--- config.mk ---
export PLATFORM = sky130hd
export DESIGN_NAME = spi_regfile_peripheral
export DESIGN_NICKNAME = d
export VERILOG_FILES = /design/src/rtl/spi_regfile_peripheral.sv
export SDC_FILE = /design/constraint.sdc
export NUM_CORES = 1
export LEC_CHECK = 0
export CORE_MARGIN = 3
export CORE_UTILIZATION = 56
export DETAILED_ROUTE_END_ITERATION = 6
export GPL_TIMING_DRIVEN = 0
export PLACE_DENSITY = 0.79
export SLEW_MARGIN = 30
export SYNTH_ARGS = -nofsm -noshare
export SYNTH_HDL_FRONTEND = slang
export SYNTH_SLANG_ARGS = --single-unit
--- constraint.sdc ---
create_clock -name clk -period 2.4 [get_ports clk]
set_clock_uncertainty 0.1 [all_clocks]
set_input_delay 0.24 -clock clk [delete_from_list [all_inputs] [get_ports clk]]
set_output_delay 0.24 -clock clk [all_outputs]
set_load 0.02 [all_outputs]
--- src/rtl/spi_regfile_peripheral.sv ---
// -----------------------------------------------------------------------------
// spi_regfile_peripheral
//   SPI-slave register file. Frames are MSB first: R/W bit (1 = write), ADDR_W
//   address bits, then DATA_W data bits. Writes commit on chip-select release,
//   and only when the frame length is exactly right. Reads return the addressed
//   register on MISO during the data phase. The SPI mode (CPOL/CPHA) is set by
//   parameters. All SPI pins are asynchronous to clk and are oversampled.
//
// Ports
//   clk        system clock
//   rst_n      asynchronous active-low reset
//   sclk_raw   SPI clock (asynchronous)
//   mosi_raw   SPI data in (asynchronous)
//   cs_n_raw   SPI chip select, active low (asynchronous)
//   miso       SPI data out (held 0 when not driving)
//   miso_oe    MISO pad output enable: high only in the data phase of a read
//   regs_flat  register contents; reg i is at [i*DATA_W +: DATA_W]
//   wr_strobe  one-cycle pulse when a write is committed
//   wr_addr    address of the last committed write
//   frame_err  one-cycle pulse when a frame of the wrong length is rejected
// -----------------------------------------------------------------------------
module spi_regfile_peripheral #(
  parameter int ADDR_W      = 7,
  parameter int DATA_W      = 8,
  parameter int NUM_REGS    = 5,
  parameter int CPOL        = 0,
  parameter int CPHA        = 0,
  parameter int SYNC_STAGES = 2
) (
  input  logic                       clk,
  input  logic                       rst_n,
  input  logic                       sclk_raw,
  input  logic                       mosi_raw,
  input  logic                       cs_n_raw,
  output logic                       miso,
  output logic                       miso_oe,
  output logic [NUM_REGS*DATA_W-1:0] regs_flat,
  output logic                       wr_strobe,
  output logic [ADDR_W-1:0]          wr_addr,
  output logic                       frame_err
);

  localparam int   FRAME_W   = 1 + ADDR_W + DATA_W;
  localparam int   CNT_W     = $clog2(FRAME_W + 2);
  localparam logic SCLK_IDLE = (CPOL != 0) ? 1'b1 : 1'b0;

  typedef enum logic [1:0] {ST_IDLE, ST_CMD, ST_DATA} state_t;

  // ---------------------------------------------------------------------------
  // Input synchronisers plus one history flop each for sclk and cs_n
  // ---------------------------------------------------------------------------
  logic [SYNC_STAGES-1:0] r_sclk_sync, r_mosi_sync, r_cs_sync;
  logic                   r_sclk_d, r_cs_d;

  // The flops reset to the idle bus state. A cs_n_raw that is already low when
  // reset is released is therefore seen as a fresh frame start.
  always_ff @(posedge clk or negedge rst_n) begin
    if (!rst_n) begin
      r_sclk_sync <= {SYNC_STAGES{SCLK_IDLE}};
      r_mosi_sync <= '0;
      r_cs_sync   <= '1;
      r_sclk_d    <= SCLK_IDLE;
      r_cs_d      <= 1'b1;
    end else begin
      // NOTE: non-blocking assignments let every stage take the previous
      // stage's old value; blocking assignments would collapse the chain.
      r_sclk_sync <= {r_sclk_sync[SYNC_STAGES-2:0], sclk_raw};
      r_mosi_sync <= {r_mosi_sync[SYNC_STAGES-2:0], mosi_raw};
      r_cs_sync   <= {r_cs_sync[SYNC_STAGES-2:0], cs_n_raw};
      r_sclk_d    <= r_sclk_sync[SYNC_STAGES-1];
      r_cs_d      <= r_cs_sync[SYNC_STAGES-1];
    end
  end

  logic w_sclk, w_mosi, w_cs_n;
  logic w_sclk_rise, w_sclk_fall, w_lead_edge, w_trail_edge;
  logic w_sample_edge, w_shift_edge, w_cs_fall, w_cs_rise;

  assign w_sclk        = r_sclk_sync[SYNC_STAGES-1];
  assign w_mosi        = r_mosi_sync[SYNC_STAGES-1];
  assign w_cs_n        = r_cs_sync[SYNC_STAGES-1];
  assign w_sclk_rise   = w_sclk & ~r_sclk_d;
  assign w_sclk_fall   = ~w_sclk & r_sclk_d;
  assign w_lead_edge   = (CPOL == 0) ? w_sclk_rise : w_sclk_fall;
  assign w_trail_edge  = (CPOL == 0) ? w_sclk_fall : w_sclk_rise;
  assign w_sample_edge = (CPHA == 0) ? w_lead_edge : w_trail_edge;
  assign w_shift_edge  = (CPHA == 0) ? w_trail_edge : w_lead_edge;
  assign w_cs_fall     = r_cs_d & ~w_cs_n;
  assign w_cs_rise     = ~r_cs_d & w_cs_n;

  // ---------------------------------------------------------------------------
  // Frame state
  // ---------------------------------------------------------------------------
  state_t              r_state;
  logic [ADDR_W-1:0]   r_cmd;          // command bits gathered so far
  logic [DATA_W-1:0]   r_data;         // data bits gathered so far
  logic [CNT_W-1:0]    r_cnt;          // sample edges seen, saturates at FRAME_W+1
  logic                r_rw;
  logic [ADDR_W-1:0]   r_addr;
  logic [DATA_W-1:0]   r_rd_buf;
  logic                r_rd_loaded;
  logic                r_miso, r_miso_oe;
  logic                r_commit_wr, r_commit_err;
  logic [ADDR_W-1:0]   r_commit_addr;
  logic [DATA_W-1:0]   r_commit_data;
  logic [DATA_W-1:0]   r_regs [NUM_REGS];

  logic [ADDR_W:0]     w_cmd_next;     // {rw, addr} once the last command bit is in
  logic [DATA_W-1:0]   w_data_next;
  logic [DATA_W-1:0]   w_rd_shifted;
  logic [DATA_W-1:0]   w_rd_val;
  logic                w_addr_ok;

  assign w_cmd_next   = {r_cmd, w_mosi};
  assign w_data_next  = DATA_W'({r_data, w_mosi});
  assign w_rd_shifted = r_rd_buf << 1;

  // Read mux and address range check. Out-of-range addresses read as zero.
  always_comb begin
    // NOTE: default every output first so no path leaves it unassigned,
    // which would otherwise infer a latch.
    w_rd_val  = '0;
    w_addr_ok = 1'b0;
    for (int i = 0; i < NUM_REGS; i++) begin
      if (r_addr == ADDR_W'(i)) begin
        w_rd_val  = r_regs[i];
        w_addr_ok = 1'b1;
      end
    end
  end

  always_ff @(posedge clk or negedge rst_n) begin
    if (!rst_n) begin
      r_state       <= ST_IDLE;
      r_cmd         <= '0;
      r_data        <= '0;
      r_cnt         <= '0;
      r_rw          <= 1'b0;
      r_addr        <= '0;
      r_rd_buf      <= '0;
      r_rd_loaded   <= 1'b0;
      r_miso        <= 1'b0;
      r_miso_oe     <= 1'b0;
      r_commit_wr   <= 1'b0;
      r_commit_err  <= 1'b0;
      r_commit_addr <= '0;
      r_commit_data <= '0;
    end else if (w_cs_rise) begin
      // End of frame from any state. The decision is registered here and
      // applied to the register file on the following cycle.
      r_state       <= ST_IDLE;
      r_miso        <= 1'b0;
      r_miso_oe     <= 1'b0;
      r_rd_loaded   <= 1'b0;
      r_commit_wr   <= (r_cnt == CNT_W'(FRAME_W)) && r_rw && w_addr_ok;
      r_commit_err  <= (r_cnt != '0) && (r_cnt != CNT_W'(FRAME_W));
      r_commit_addr <= r_addr;
      r_commit_data <= r_data;
    end else begin
      r_commit_wr  <= 1'b0;
      r_commit_err <= 1'b0;
      unique case (r_state)
        ST_IDLE: begin
          if (w_cs_fall) begin
            r_cmd   <= '0;
            r_data  <= '0;
            r_cnt   <= '0;
            r_rw    <= 1'b0;
            r_addr  <= '0;
            r_state <= ST_CMD;
          end
        end
        ST_CMD: begin
          if (w_sample_edge) begin
            r_cmd <= w_cmd_next[ADDR_W-1:0];
            r_cnt <= r_cnt + 1'b1;
            if (r_cnt == CNT_W'(ADDR_W)) begin
              r_rw      <= w_cmd_next[ADDR_W];
              r_addr    <= w_cmd_next[ADDR_W-1:0];
              r_miso_oe <= ~w_cmd_next[ADDR_W];
              r_state   <= ST_DATA;
            end
          end
        end
        ST_DATA: begin
          if (w_sample_edge) begin
            if (r_cnt < CNT_W'(FRAME_W)) begin
              r_data <= w_data_next;
              r_cnt  <= r_cnt + 1'b1;
            end else begin
              // Overrun: bits past the frame are dropped, count sticks one past.
              r_cnt <= CNT_W'(FRAME_W + 1);
            end
          end
          // Read data leaves on shift edges so it is stable for the master's
          // next sample edge. The first shift edge loads the buffer.
          if (w_shift_edge && !r_rw) begin
            r_rd_loaded <= 1'b1;
            if (!r_rd_loaded) begin
              r_rd_buf <= w_rd_val;
              r_miso   <= w_rd_val[DATA_W-1];
            end else begin
              r_rd_buf <= w_rd_shifted;
              r_miso   <= w_rd_shifted[DATA_W-1];
            end
          end
        end
        default: r_state <= ST_IDLE;
      endcase
    end
  end

  // ---------------------------------------------------------------------------
  // Register file and commit outputs
  // ---------------------------------------------------------------------------
  always_ff @(posedge clk or negedge rst_n) begin
    if (!rst_n) begin
      // NOTE: the register file is built from flops, not RAM, so it is reset
      // here to give downstream logic a defined value straight out of reset.
      for (int i = 0; i < NUM_REGS; i++) r_regs[i] <= '0;
      wr_addr   <= '0;
      wr_strobe <= 1'b0;
      frame_err <= 1'b0;
    end else begin
      wr_strobe <= r_commit_wr;
      frame_err <= r_commit_err;
      if (r_commit_wr) begin
        wr_addr <= r_commit_addr;
        for (int i = 0; i < NUM_REGS; i++) begin
          if (r_commit_addr == ADDR_W'(i)) r_regs[i] <= r_commit_data;
        end
      end
    end
  end

  for (genvar g = 0; g < NUM_REGS; g++) begin : g_flat
    assign regs_flat[g*DATA_W +: DATA_W] = r_regs[g];
  end

  assign miso    = r_miso;
  assign miso_oe = r_miso_oe;

endmodule

==> results of run 1 <==
## routing by layer
metal  GRT usage [%]  share of wire, %  vias up
met4            11.2               2.4        0
li1                -                 -     1671
met3            5.47               7.2       22
met1            31.1                41     1885
met2            41.9                49      160
met5               0                 0        -
## per-stage QoR
stage	instance area, um^2	worst slack [ns]
3_3_place_gp	5700	-3.27
4_1_cts	6360	0.0209
6_report	6380	0.160
2_1_floorplan	5020	0.317
3_5_place_dp	5740	0.143
5_1_grt	6380	0.0354
## critical path: stages (launching register included)
cell and delay, ns:
sky130_fd_sc_hd__dfrtp_1 0.38, sky130_fd_sc_hd__inv_1 0.08, sky130_fd_sc_hd__ha_1 0.19, sky130_fd_sc_hd__buf_6 0.13
sky130_fd_sc_hd__or2_1 0.23, sky130_fd_sc_hd__a2111o_1 0.45, sky130_fd_sc_hd__buf_6 0.15, sky130_fd_sc_hd__nand2_1 0.05
sky130_fd_sc_hd__or3b_1 0.34
## power groups by stage
stage	Combinational (mW)	Sequential (mW)	Clock [mW]
3_3_place_gp	0.443	2.05	0
6_report	0.490	2.02	2.59
5_1_grt	0.554	2.03	2.69
3_5_place_dp	0.464	2.06	0
4_1_cts	0.477	2.02	2.61
2_1_floorplan	0.320	2.05	0
## logic make-up (layout without fill, tap and decap cells)
logic type      after synthesis  count (layout)
simple gates                116             116
flops                       114             114
compound gates               76              76
mux                          73              73
buf+inv                      34             123
fa+ha+maj                     9               9
## repair_timing
| action | in CTS | in global routing |
|---|---|---|
| hold buffers | 1 | 0 |
| hold endpoints to repair | 114 | 0 |
| gates resized for setup | 0 | 3 |
| setup endpoints to repair | 0 | 12 |
| buffers inserted | 0 | 1 |
## flip-flops by register name, indices dropped and copies added (netlist names), 5 cells and up
register,cells
regs_flat,40
r_cmd,7
r_addr,7
r_commit_data,8
r_commit_addr,7
r_data,8
wr_addr,7
r_rd_buf,7
r_cnt,5
## cells in the mapped netlist, types with 2 or more instances
master                      instances  area, um^2
sky130_fd_sc_hd__dfrtp_1          111        2780
sky130_fd_sc_hd__mux2_2            62         698
sky130_fd_sc_hd__nand2_1           46         173
sky130_fd_sc_hd__o21ai_0           26         130
sky130_fd_sc_hd__inv_1             15        56.3
sky130_fd_sc_hd__nor2_1            15        56.3
sky130_fd_sc_hd__a21oi_1           13        65.1
sky130_fd_sc_hd__clkbuf_1          13        48.8
sky130_fd_sc_hd__nand2b_1          13        81.3
sky130_fd_sc_hd__mux2i_1           11         110
sky130_fd_sc_hd__ha_1               9         113
sky130_fd_sc_hd__a22o_1             8        70.1
sky130_fd_sc_hd__nand3_1            8        40.0
sky130_fd_sc_hd__o22ai_1            6        37.5
sky130_fd_sc_hd__and3_1             5        31.3
sky130_fd_sc_hd__a211oi_1           4        30.0
sky130_fd_sc_hd__buf_2              4        20.0
sky130_fd_sc_hd__nand3b_1           4        30.0
sky130_fd_sc_hd__nor3_1             4        20.0
sky130_fd_sc_hd__a2111oi_0          3        26.3
sky130_fd_sc_hd__a22oi_1            3        22.5
sky130_fd_sc_hd__dfstp_2            3        78.8
sky130_fd_sc_hd__nor2b_1            3        18.8
sky130_fd_sc_hd__o311ai_0           3        26.3
sky130_fd_sc_hd__a2111o_1           2        22.5
sky130_fd_sc_hd__buf_6              2        22.5
sky130_fd_sc_hd__nand4_1            2        12.5
sky130_fd_sc_hd__nand4b_1           2        17.5
sky130_fd_sc_hd__nand4bb_1          2        22.5
sky130_fd_sc_hd__nor4_1             2        12.5
sky130_fd_sc_hd__o21a_1             2        15.0
sky130_fd_sc_hd__o221ai_1           2        17.5
sky130_fd_sc_hd__or2_2              2        12.5
## area by class of cell
| type | count | area [um^2] | share of cell area (%) |
|---|---|---|---|
| buffer | 18 | 87.6 | 1.37 |
| multi-input combinational | 274 | 2030 | 31.8 |
| sequential | 114 | 2860 | 44.8 |
| inverter | 15 | 56.3 | 0.883 |
| timing repair buffer | 58 | 601 | 9.42 |
| tap | 105 | 131 | 2.06 |
| clock inverter | 13 | 184 | 2.88 |
| clock buffer | 19 | 432 | 6.77 |
## path summary, 6_finish.rpt
kind / startpoint / to / cells past startpoint / slack [ns]
min in group asynchronous: rst_n / regs_flat[17] / 2 / 0.15
max: r_state[1] / r_cnt[0] / 8 / 0.16
min reg2reg: r_sclk_sync[0] / r_sclk_sync[1] / 0 / 0.25
min: cs_n_raw / r_cs_sync[0] / 1 / 0.04
max in group asynchronous: rst_n / r_data[5] / 3 / 1.42
max reg2reg: r_state[1] / r_cnt[0] / 8 / 0.16
==> tab_implementation.tex, run 1 <==
\begin{tabular}{lr}
\hline
Metric & Value \\
\hline
\multicolumn{2}{l}{\textbf{Status}} \\
\quad Status & finished clean \\
\multicolumn{2}{l}{\textbf{Yosys}} \\
\quad Post-synthesis share of cell area spent on and, or, nand and nor gates & roughly an eighth \\
\quad Fraction of the yosys area taken by sequential cells & 56.9\% \\
\quad Number of synthesized register bits & $\sim$110 \\
\quad Cell area after synthesis & between 0.005 and 0.006 mm\^{}2 \\
\quad Warning count from the yosys run & 0 \\
\quad Synthesized area per cell & around 12 um\^{}2 \\
\quad Adder-cell area share of the yosys netlist & under 10\% \\
\quad Leading register cell type out of synthesis & sky130\_fd\_sc\_hd\_\_dfrtp\_1 \\
\quad EDFF count, synth & 0 \\
\quad Combinational family with the most area after synthesis & multiplexers \\
\quad Mux cell area share after synthesis & between 15 and 20\% \\
\quad Net count after synthesis & about 440 \\
\quad Xor/xnor share of the synthesized area & 0\% \\
\quad Number of instances in the synthesized netlist & $\sim$420 \\
\quad Number of distinct library cells after synthesis & between 40 and 50 \\
\quad Compound-Gate Fraction of Synth Area & about 9.9\% \\
\quad Proportion of register bits with asynchronous set or reset after synthesis & 100\% \\
\multicolumn{2}{l}{\textbf{Timing}} \\
\quad Hold Worst Slack & roughly 0.039 ns \\
\quad Total negative setup slack & 0 ns \\
\quad Final-report max-slew violation count & 0 \\
\quad Minimum clock period & between 2 and 2.5 ns \\
\quad Hold violation total from the final report & 0 \\
\quad Max-Slew Margin vs Limit & between 40\% and 50\% \\
\quad Share of the cycle needed by the critical path after routing & 93.3\% \\
\quad RSZ-0062 raised after global routing & no \\
\quad Max Clock Freq & about 0.45 GHz \\
\quad Slew at the pin with the worst max-slew slack & roughly 0.83 ns \\
\quad Setup Viol. Count Final & 0 \\
\multicolumn{2}{l}{\textbf{Floorplanning}} \\
\quad Core ar. & roughly 0.0085 mm\^{}2 \\
\quad Number of I/O pins & between 50 and 60 \\
\quad Placement row count & 33 \\
\quad Overall die width & about 100 um \\
\quad Die Area & around 0.010 mm\^{}2 \\
\quad Initial Utilization & about 59\% \\
\quad Vertical extent of the die & between 100 and 150 um \\
\multicolumn{2}{l}{\textbf{Critical path}} \\
\quad Type of destination of the critical path & flop \\
\quad Maximum fanout along the worst path & 10 \\
\quad Worst endpoint data arrival time & between 2 and 3 ns \\
\quad Data required time of the critical path & between 2 and 3 ns \\
\quad Crit path kind & reg2reg \\
\quad Crit path launch type & flop \\
\multicolumn{2}{l}{\textbf{Cells and area}} \\
\quad Core occupancy in the finished layout & between 70\% and 80\% \\
\quad Commonest non-fill, non-tap cell in the layout & sky130\_fd\_sc\_hd\_\_dfrtp\_1 \\
\quad Share of cells above drive strength 1 & $\sim$22\% \\
\quad Filler cell count & between 500 and 600 \\
\quad Top library cells by usage in the layout, fill and taps aside & 111 x sky130\_fd\_sc\_hd\_\_dfrtp\_1, 62 x sky130\_fd\_sc\_hd\_\_mux2\_2, 54 x sky130\_fd\_sc\_hd\_\_clkdlybuf4s50\_1 \\
\quad Number of inserted diodes & 0 \\
\quad Synth-to-layout area growth & 27.0\% \\
\quad Fin cells & 616 \\
\quad Total Nets Final & 512 \\
\multicolumn{2}{l}{\textbf{Pwr}} \\
\quad Power density of the placed cells & between 700 and 800 mW/mm\^{}2 \\
\quad Part of the power in the clock network & roughly half \\
\quad Worst IR drop on VDD & approximately 0.56 mV \\
\quad Sequential power share & between 30\% and 40\% \\
\quad Sw Ratio & roughly 24\% \\
\quad Net switching component of the power & 1.23 mW \\
\quad Combinational share of power & roughly a tenth \\
\quad Design Power & 5.10 mW \\
\quad Internal power & 3.86 mW \\
\quad Static leakage & 2.87 nW \\
\multicolumn{2}{l}{\textbf{Global routing}} \\
\quad Number of antenna violations at the first check in global routing & 0 \\
\quad Maximum number of pins on one net before global-route repair & 60 \\
\quad GRT Resource Usage Total & between 20\% and 30\% \\
\quad Total global routing overflow & 0 \\
\quad Via count of the first global-routing pass & approximately 3800 \\
\quad Global-route wire length before repair & just under 20000 um \\
\multicolumn{2}{l}{\textbf{Clocking}} \\
\quad Maximum clock insertion buffer count & 2 \\
\quad TritonCTS clock tree & done \\
\quad Inserted Clock Buffers & 17 \\
\quad Register clock-pin slew on the reported worst setup and hold paths & approximately 0.05 ns \\
\quad Clock root buffer master & sky130\_fd\_sc\_hd\_\_clkbuf\_8 \\
\quad Count of H-tree levels built during CTS & 4 \\
\quad Worst-Skew Late Latency & between 0.5 and 0.6 ns \\
\quad Clock Sink Count & roughly 110 \\
\multicolumn{2}{l}{\textbf{Route}} \\
\quad Total via count in the routed design & approximately 3700 \\
\quad Vias per std cell & between 6 and 7 \\
\quad DRC violation count after routing & 0 \\
\quad Iteration-0 DRC Markers & between 150 and 200 \\
\quad Total Routed Length & $\sim$12000 um \\
\quad Antenna Nets Post-Route & 0 \\
\quad Drt pass-1 iters & 5 \\
\quad Post-DR wirelength/cell & just under 20 um \\
\multicolumn{2}{l}{\textbf{Placed design}} \\
\quad Number of input and output port buffers inserted & 55 \\
\quad Final estimated routing congestion in global placement & 0.827 \\
\quad Total placed cells including tap cells & between 500 and 600 \\
\quad HPWL after detailed placement & about 7800 um \\
\multicolumn{2}{l}{\textbf{Run}} \\
\quad Max capacitance violation total & 0 \\
\multicolumn{2}{l}{\textbf{Min path}} \\
\quad Worst min-delay path class & in2reg \\
\hline
\end{tabular}
(Power assumes the default switching activity.)
==> run 2, diff against run 1 <==
- GPL_ROUTABILITY_DRIVEN: not set -> 0
- PLACE_DENSITY: 0.79 -> 0.88
==> tab_implementation.tex, run 2 (synthesis gave the netlist of run 1 again) <==
\begin{tabular}{lr}
\hline
Metric & Value \\
\hline
\multicolumn{2}{l}{\textbf{Status}} \\
\quad Status & finished clean \\
\multicolumn{2}{l}{\textbf{Critical path}} \\
\quad Setup crit start & r\_state[1] \\
\quad Worst flop-to-flop path startpoint & r\_state[1] \\
\quad Worst endpoint data arrival time & 2.58 ns (+0.06 ns) \\
\quad Crit path max-delay family & simple AND/OR/NAND/NOR gates \\
\quad Data required time of the critical path & 2.70 ns (+0.02 ns) \\
\quad Type of destination of the critical path & flop \\
\quad Maximum fanout along the worst path & 10 (unchanged) \\
\quad Cell at the slowest stage of the critical path & sky130\_fd\_sc\_hd\_\_a2111o\_1 \\
\quad Crit path kind & reg2reg \\
\quad Most repeated library cell on the critical path & sky130\_fd\_sc\_hd\_\_buf\_6 \\
\quad Number of gates on the worst path with buffers counted & 8 (unchanged) \\
\quad Cell chain of the critical path & inv\_1 -> ha\_1 -> buf\_6 -> or2\_1 -> a2111o\_1 -> buf\_6 -> nand2\_1 -> or3b\_1 \\
\quad Slowest Stage Delay on Critical Path & 0.44 ns (about the same) \\
\quad Number of buffers and inverters on the critical path & 3 (unchanged) \\
\quad Crit path launch type & flop \\
\quad Cell count of the worst reg-to-reg path & 8 (unchanged) \\
\multicolumn{2}{l}{\textbf{Pwr}} \\
\quad Static leakage & 2.88 nW (+0.17\%) \\
\quad Worst IR drop on VDD & 0.670 mV (+19\%) \\
\quad Power density of the placed cells & 813 mW/mm\^{}2 (+1.7\%) \\
\quad Design Power & 5.19 mW (+1.7\%) \\
\multicolumn{2}{l}{\textbf{Route}} \\
\quad Routed wl met2 & 6100 um (+3.6\%) \\
\quad DRC violation count after routing & 0 (unchanged) \\
\quad M1 wire length & 5020 um (+3.1\%) \\
\quad Total Routed Length & 12300 um (+3.3\%) \\
\quad Iteration-0 DRC Markers & 311 (+61\%) \\
\quad Total via count in the routed design & 3800 (+1.7\%) \\
\quad Highest routing layer actually used & met4 \\
\quad Routed wl met3 & 836 um (-2.8\%) \\
\quad Post-DR wirelength/cell & 20.0 um (+3.4\%) \\
\quad Vias per std cell & 6.18 (+1.8\%) \\
\quad Drt pass-1 iters & 5 (unchanged) \\
\quad Antenna Nets Post-Route & 0 (unchanged) \\
\multicolumn{2}{l}{\textbf{Global routing}} \\
\quad Global-route wire length before repair & 19900 um (+3.3\%) \\
\quad Number of antenna violations at the first check in global routing & 0 (unchanged) \\
\quad GRT Resource Usage Total & 25.7\% (+0.67 points) \\
\quad Maximum number of pins on one net before global-route repair & 72 (+20\%) \\
\quad Via count of the first global-routing pass & 3909 (+3.7\%) \\
\quad Total global routing overflow & 0 (unchanged) \\
\multicolumn{2}{l}{\textbf{Timing}} \\
\quad Final-report max-slew violation count & 0 (unchanged) \\
\quad Total negative setup slack & 0 ns (unchanged) \\
\quad Share of the cycle needed by the critical path after routing & 95.1\% (+1.8 points) \\
\quad Setup Viol. Count Final & 0 (unchanged) \\
\quad Hold Worst Slack & 0.0190 ns (-0.0198 ns) \\
\quad Slew at the pin with the worst max-slew slack & 0.692 ns (-0.133 ns) \\
\quad Minimum clock period & 2.28 ns (+0.0422 ns) \\
\quad Final worst slack & 0.118 ns (-0.0422 ns) \\
\quad Hold violation total from the final report & 0 (unchanged) \\
\quad Max Clock Freq & 0.438 GHz (-1.8\%) \\
\quad Max-Slew Margin vs Limit & 53.6\% (+9.2 points) \\
\quad RSZ-0062 raised after global routing & yes \\
\multicolumn{2}{l}{\textbf{Placed design}} \\
\quad Worst-case setup slack after placement & 0.118 ns (-0.0253 ns) \\
\quad HPWL after detailed placement & 7790 um (+0.12\%) \\
\quad Post-Place Cell Area & 0.00573 mm\^{}2 (about the same) \\
\quad Total placed cells including tap cells & 583 (unchanged) \\
\quad Number of input and output port buffers inserted & 55 (unchanged) \\
\multicolumn{2}{l}{\textbf{Cells and area}} \\
\quad Core occupancy in the finished layout & 75.4\% (about the same) \\
\quad FF+latch area & 0.00286 mm\^{}2 (unchanged) \\
\quad Share of cells above drive strength 1 & 22.4\% (+0.044 points) \\
\quad Final design instance area without fill & 0.00638 mm\^{}2 (about the same) \\
\quad Synth-to-layout area growth & 27.0\% (about the same) \\
\quad Filler cell count & 504 (-8.2\%) \\
\quad Area occupied by multi-input gates & 0.00203 mm\^{}2 (-0.12\%) \\
\quad Commonest non-fill, non-tap cell in the layout & sky130\_fd\_sc\_hd\_\_dfrtp\_1 \\
\quad Total Nets Final & 511 (-0.20\%) \\
\quad Largest register FFs & 40 (unchanged) \\
\quad Number of inserted diodes & 0 (unchanged) \\
\quad Top library cells by usage in the layout, fill and taps aside & 111 x sky130\_fd\_sc\_hd\_\_dfrtp\_1, 62 x sky130\_fd\_sc\_hd\_\_mux2\_2, 54 x sky130\_fd\_sc\_hd\_\_clkdlybuf4s50\_1 \\
\quad Fin cells & 615 (-0.16\%) \\
\multicolumn{2}{l}{\textbf{Min path}} \\
\quad Beginning of the worst hold path & cs\_n\_raw \\
\quad Worst hold path cell count & 1 (unchanged) \\
\quad Worst min-delay path class & in2reg \\
\multicolumn{2}{l}{\textbf{Floorplanning}} \\
\quad Placement row count & 33 (unchanged) \\
\quad Die Area & 0.0101 mm\^{}2 (unchanged) \\
\quad Number of I/O pins & 56 (unchanged) \\
\quad Overall die width & 101 um (unchanged) \\
\quad Vertical extent of the die & 101 um (unchanged) \\
\quad Initial Utilization & 59.3\% (unchanged) \\
\quad Core ar. & 0.00846 mm\^{}2 (unchanged) \\
\multicolumn{2}{l}{\textbf{Clocking}} \\
\quad Register clock-pin slew on the reported worst setup and hold paths & 0.06 ns (about the same) \\
\quad Count of H-tree levels built during CTS & 4 (unchanged) \\
\quad Maximum clock insertion buffer count & 2 (unchanged) \\
\quad Clock Sink Count & 114 (unchanged) \\
\quad TritonCTS clock tree & done \\
\quad Clock root buffer master & sky130\_fd\_sc\_hd\_\_clkbuf\_8 \\
\quad Inserted Clock Buffers & 17 (unchanged) \\
\quad Worst-Skew Late Latency & 0.52 ns (about the same) \\
\quad Number of buffers inserted by post-CTS setup repair & 0 (unchanged) \\
\multicolumn{2}{l}{\textbf{Run}} \\
\quad Max capacitance violation total & 0 (unchanged) \\
\hline
\end{tabular}
run 2: changes by cell type in the layout (fill, tap and decap cells not counted), sizes merged:
cell | previous run | this run
clkinvlp | 3 | 1
inv | 16 | 18
buf | 9 | 8
clkbuf | 31 | 30
clkinv | 5 | 6
run 2: repair_timing:
item / CTS / global route
resized for setup: 0 / 3
endpoints found under the hold margin: 114 / 0
hold buffers: 1 / 0
endpoints found under the setup margin: 0 / 13
run 2: worst paths after layout:
check	endpoint	slack, ns
min reg2reg	r_mosi_sync[1]	0.25
max	r_cnt[0]	0.12
max in group asynchronous	regs_flat[10]	1.43
min	r_cs_sync[0]	0.02
max reg2reg	r_cnt[0]	0.12
min in group asynchronous	regs_flat[18]	0.10
run 2: cell type report:
cell class,instances,area share [%]
well taps,105,2.06
clock buffers,18,6.71
repair buffers,57,9.24
flip-flops and latches,114,44.8
inverters,15,0.883
plain buffers,18,1.37
multi-input cells,274,31.8
clock inverters,14,3.18
run 2: power breakdown:
group	switching, mW	total (mW)	internal [mW]
Combinational	0.322	0.490	0.168
Clock	0.941	2.67	1.73
Sequential	0.0483	2.03	1.98
run 2: worst reg2reg max path, cell delays in order (launching register included):
cell and delay [ns]:
sky130_fd_sc_hd__dfrtp_1 0.39, sky130_fd_sc_hd__inv_1 0.09, sky130_fd_sc_hd__ha_1 0.20, sky130_fd_sc_hd__buf_6 0.14, sky130_fd_sc_hd__or2_1 0.23, sky130_fd_sc_hd__a2111o_1 0.44
sky130_fd_sc_hd__buf_6 0.15, sky130_fd_sc_hd__nand2_1 0.07, sky130_fd_sc_hd__or3b_1 0.35
run 2: routing by layer:
| layer | track usage [%] | vias up |
|---|---|---|
| li1 | - | 1667 |
| met1 | 32.7 | 1915 |
| met2 | 41.9 | 176 |
| met3 | 6.64 | 42 |
| met4 | 10.6 | 0 |
| met5 | 0 | - |
